<file path="src/rtl/monitor_event_arbiter.sv">
// Round-robin arbiter that forwards on/off device events to an active-device monitor.
// Optional drop counter is enabled by defining MON_ARB_DROP_CNT_EN.
module monitor_event_arbiter (
  input  logic       clk,
  input  logic       rst,
  input  logic [3:0] req_valid,
  input  logic [3:0] req_dir,
  output logic [3:0] req_ready,
  input  logic       clear,
  output logic       mon_rst,
  output logic       change,
  output logic       on_off,
  output logic [7:0] shadow_count
`ifdef MON_ARB_DROP_CNT_EN
  ,
  output logic [7:0] drop_count
`endif
);

  typedef enum logic [1:0] {INIT, RUN, CLEAR} state_t;

  state_t     state;
  logic       init_cnt;
  logic [1:0] rr_ptr;
  logic [1:0] cand;
  logic [1:0] grant_idx;
  logic       grant_any;
  logic       grant_dir;
  logic       drop;

  // Grant is combinational; reset is folded in so nothing can be accepted while rst is high.
  always_comb begin
    req_ready = 4'b0000;
    grant_idx = rr_ptr;
    grant_any = 1'b0;
    cand      = rr_ptr;
    if (!rst && state == RUN && !clear) begin
      for (int k = 0; k < 4; k++) begin
        cand = rr_ptr + 2'(k);
        if (!grant_any && req_valid[cand]) begin
          grant_any = 1'b1;
          grant_idx = cand;
        end
      end
    end
    if (grant_any) begin
      req_ready[grant_idx] = 1'b1;
    end
  end

  assign grant_dir = req_dir[grant_idx];
  assign drop      = grant_dir ? (shadow_count == 8'hFF) : (shadow_count == 8'h00);

  always_ff @(posedge clk) begin
    if (rst) begin
      state        <= INIT;
      init_cnt     <= 1'b0;
      rr_ptr       <= 2'd0;
      shadow_count <= 8'h00;
      change       <= 1'b0;
      on_off       <= 1'b0;
      mon_rst      <= 1'b1;
    end else begin
      change <= 1'b0;
      case (state)
        INIT: begin
          if (init_cnt) begin
            state   <= RUN;
            mon_rst <= 1'b0;
          end else begin
            init_cnt <= 1'b1;
            mon_rst  <= 1'b1;
          end
        end
        RUN: begin
          if (clear) begin
            state        <= CLEAR;
            mon_rst      <= 1'b1;
            shadow_count <= 8'h00;
          end else if (grant_any) begin
            rr_ptr <= grant_idx + 2'd1;
            // Saturating events are consumed silently so the monitor never wraps.
            if (!drop) begin
              change       <= 1'b1;
              on_off       <= grant_dir;
              shadow_count <= grant_dir ? shadow_count + 8'd1 : shadow_count - 8'd1;
            end
          end
        end
        CLEAR: begin
          state   <= RUN;
          mon_rst <= 1'b0;
        end
        default: begin
          state   <= INIT;
          mon_rst <= 1'b1;
        end
      endcase
    end
  end

`ifdef MON_ARB_DROP_CNT_EN
  always_ff @(posedge clk) begin
    if (rst) begin
      drop_count <= 8'h00;
    end else if (state == RUN && clear) begin
      drop_count <= 8'h00;
    end else if (grant_any && drop && drop_count != 8'hFF) begin
      drop_count <= drop_count + 8'd1;
    end
  end
`endif

endmodule
</file>
<file path="config.mk">
export PLATFORM = sky130hd
export DESIGN_NAME = monitor_event_arbiter
export DESIGN_NICKNAME = d
export VERILOG_FILES = /design/src/rtl/monitor_event_arbiter.sv
export SDC_FILE = /design/constraint.sdc
export NUM_CORES = 1
export LEC_CHECK = 0
export ABC_AREA = 0
export CAP_MARGIN = 20
export CORE_MARGIN = 2
export CORE_UTILIZATION = 39
export CTS_BUF_LIST = sky130_fd_sc_hd__clkbuf_4
export CTS_CLUSTER_DIAMETER = 40
export DETAILED_ROUTE_END_ITERATION = 12
export SYNTH_ARGS = -nofsm -noshare
export SYNTH_HDL_FRONTEND = slang
export SYNTH_SLANG_ARGS = --single-unit
export TNS_END_PERCENT = 30
</file>
<file path="constraint.sdc">
create_clock -name clk -period 9.54 [get_ports clk]
set_clock_uncertainty 0.1 [all_clocks]
set_input_delay 1.908 -clock clk [delete_from_list [all_inputs] [get_ports clk]]
set_output_delay 1.908 -clock clk [all_outputs]
set_load 0.03 [all_outputs]
</file>
==> metrics.txt <==
CP startpoint kind primary input; ranking of synthesized cells by area dfxtp_1 (26%), ha_1 (8.2%), a21oi_1 (5.3%); first-pass GRT wire length 4712 um; grt met2 use 0.2826; total power draw 0.1496 mW; WL final 2847 um; Core ar. 3003 um^2; post-CTS setup buffer count 0; Flop pwr share 0.485; Antenna diodes 0; GR met1 Demand/Resource 0.2259; I/O Pins 26; final setup violation count 0; simple-gate share of the synthesized area 0.2551; Initial Utilization 0.4050; Crit. End Element primary output; combinational power share 0.286; DRC 0; count of input and output buffers 25; Die Y 59.84 um; Syn Inst Count 151; Top delay family on crit path buffers and inverters; P_int 0.1032 mW; Crit path required time 7.53 ns; multi-input logic area 830.8 um^2; crit path max-delay cell type or4b_1; post-synth cell types 48; worst endpoint data arrival time 4.92 ns; Switching Share 0.3103; crit-path most repeated cell clkdlybuf4s50_1; Post-DRT Antenna Nets 0; share of cells above drive strength 1 0.07429; RSZ-0062 raised after global routing false; Seq cells post-synth 16; CTS Hold Bufs 0; Lkg Pwr 0.5931 nW; RePlAce Congestion 0.8382; FF/Latch Area 320.3 um^2; status finished, final reports clean; Routed wire per std cell 13.69 um; Final Worst Setup Slack 2.614 ns; pin count of the biggest net entering global routing 16; Die Wd 59.84 um; dpl cell area 1494 um^2; crit path cell chain clkdlybuf4s50_1 > or4b_1 > o41ai_2 > o21ai_2 > inv_1 > ha_1 > and2_1 > clkdlybuf4s50_1; gr busiest metal met2; total CTS buffers 3; Mapped Nets 170; Clock power frac 0.229; CP max stage delay 0.73 ns; Slew @ Worst Pin 0.6089 ns; # nets final 196; fin crit share 0.7260; gr usage total 0.1714; post-synthesis mux area share 0.07305; kind of critical path primary input to primary output; post-cts resize count 0; Max Freq 144.4 MHz; Synth top area share 0.2634; Initial DRC Count 57; clk buf depth 2; CP Max Fanout 15; warning count from the yosys run 0; area leader, netlist dfxtp_1; grt ovf 0; post-synthesis adder-cell area fraction 0.08230; # rows 20; iteration count of the initial detailed-routing pass 4; pwr dens 98.68 nW/um^2; TNS Setup 0 ns; largest family of logic cells by synthesized area compound AO/OA/AOI/OAI gates; Max Cap Violations 0; WP buf/inv 3; switching power 0.04643 mW; initial antenna violation count 0; clk_lat worst skew 0.28 ns; DIE AREA 3581 um^2; Final Max Slew Viols 0; Worst-path clk slew 0.08 ns; Mapped Area 1216 um^2; GR Layer Usage met3 0.02814; final instance area 1516 um^2; Vias 1192; Final Hold Viols 0; register area share after synthesis 0.2634; Layout fillers 287; worst hold path type register to register; CTS root buffer clkbuf_4; vias per cell 5.731; CTS Sinks 16; Avg Synthesized Cell Area 8.054 um^2; vias in the first global route 1094; HPWL Detailed 2154 um; Slew HR 0.5940; post-synthesis xor/xnor area fraction 0.007202; CTS tree done; post-route minimum period 6.926 ns; H-Tree Depth 1; post-synthesis compound-gate area fraction 0.2654; pre-CTS setup slack 2.615 ns; Peak VDD IR 60.42 uV; area grow syn2layout 24.69%
## worst reg2reg max path, stage by stage, from the launching register on
cell       delay [ns]
dfxtp_1          0.34
or4b_1           0.64
o41ai_2          0.39
o21ai_2          0.17
mux2i_1          0.16
mux2i_2          0.16
buf_4            0.23
inv_4            0.10
ha_1             0.36
a41oi_1          0.30
a31oi_1          0.18
a31oi_1          0.26
mux2i_1          0.11
a2111oi_1        0.33
## through the flow
step | util | instances | hold slack (ns)
floorplan | - | 151 | 0.3408
global placement | 0.4975 | 205 | 0.3536
detailed placement | 0.4975 | 205 | 0.3651
CTS | 0.5050 | 208 | 0.3940
global route | 0.5050 | 208 | 0.4145
finish | 0.5050 | 208 | 0.3831
## registers in the layout, indices dropped and copies added, names as in the netlist
name / count
state: 2
rr_ptr: 2
change: 1
on_off: 1
shadow_count: 8
mon_rst: 1
init_cnt: 1
## kinds of logic after synthesis
kind of cell | Yosys count
flip-flops | 16
AO/OA/AOI/OAI | 48
adder cells (fa/ha/maj) | 8
AND/OR/NAND/NOR | 56
XOR/XNOR | 1
multiplexers | 6
buffers and inverters | 16
## final timing paths
path                               start         endpoint  slack, ns  depth (start not counted)
worst min-delay path             mon_rst          mon_rst       0.38                          2
worst min register to register   mon_rst          mon_rst       0.38                          2
worst max-delay path                 rst     req_ready[1]       2.61                          8
worst max register to register  state[1]  shadow_count[7]       5.62                         13
## area by class of cell
class / instances / share of cell area
Multi-Input combinational cell: 119 / 0.5479
Clock buffer: 3 / 0.01485
Timing Repair Buffer: 26 / 0.1700
Tap cell: 33 / 0.02723
Sequential cell: 16 / 0.2112
Inverter: 11 / 0.02888
## power groups by stage
stage / combinational [mW] / clock, mW / sequential (mW)
3_5_place_dp: 0.0426 / 0 / 0.0741
6_report: 0.0428 / 0.0343 / 0.0726
5_1_grt: 0.0475 / 0.0391 / 0.0731
2_1_floorplan: 0.0259 / 0 / 0.0761
4_1_cts: 0.0428 / 0.0361 / 0.0726
3_3_place_gp: 0.0420 / 0 / 0.0740
## layer usage
layer  routed length [um]  part of all wire
met2                 1316              0.46
met1                 1336              0.47
met3                  163             0.057
met5                    0                 0
met4                   30             0.011
## Yosys cell counts, drive strengths merged
master    n
dfxtp    16
nor2     14
a21oi    13
o21ai    12
inv      11
ha        8
nand2     6
nand2b    6
and2      5
mux2i     5
nand3     4
a31oi     3
clkbuf    3
nand3b    3
nor2b     3
nor3      3
o21a      3
or3       3
a21o      2
a22oi     2
buf       2
nand4     2
o21bai    2
o31a      2
a2111oi   1
a211o     1
a21boi    1
a32oi     1
a41oi     1
and3b     1
mux4      1
nand4b    1
nor3b     1
nor4bb    1
o211a     1
o221ai    1
o31ai     1
o41ai     1
or2       1
or4       1
or4b      1
xnor2     1
## placed cells by master (no fill, tap or decap), types with 3 or more instances in the layout
master	count
clkdlybuf4s50_1	25
dfxtp_1	16
nor2_1	14
a21oi_1	13
inv_1	9
ha_1	8
o21ai_0	7
nand2b_1	6
nand2_1	6
and2_1	5
nand3_1	4
o21ai_1	3
nor2b_1	3
mux2i_1	3
o21a_1	3
or3_1	3
a31oi_1	3
nand3b_1	3
nor3_1	3
clkbuf_4	3
No activity file was read; power rests on OpenSTA's default activity.
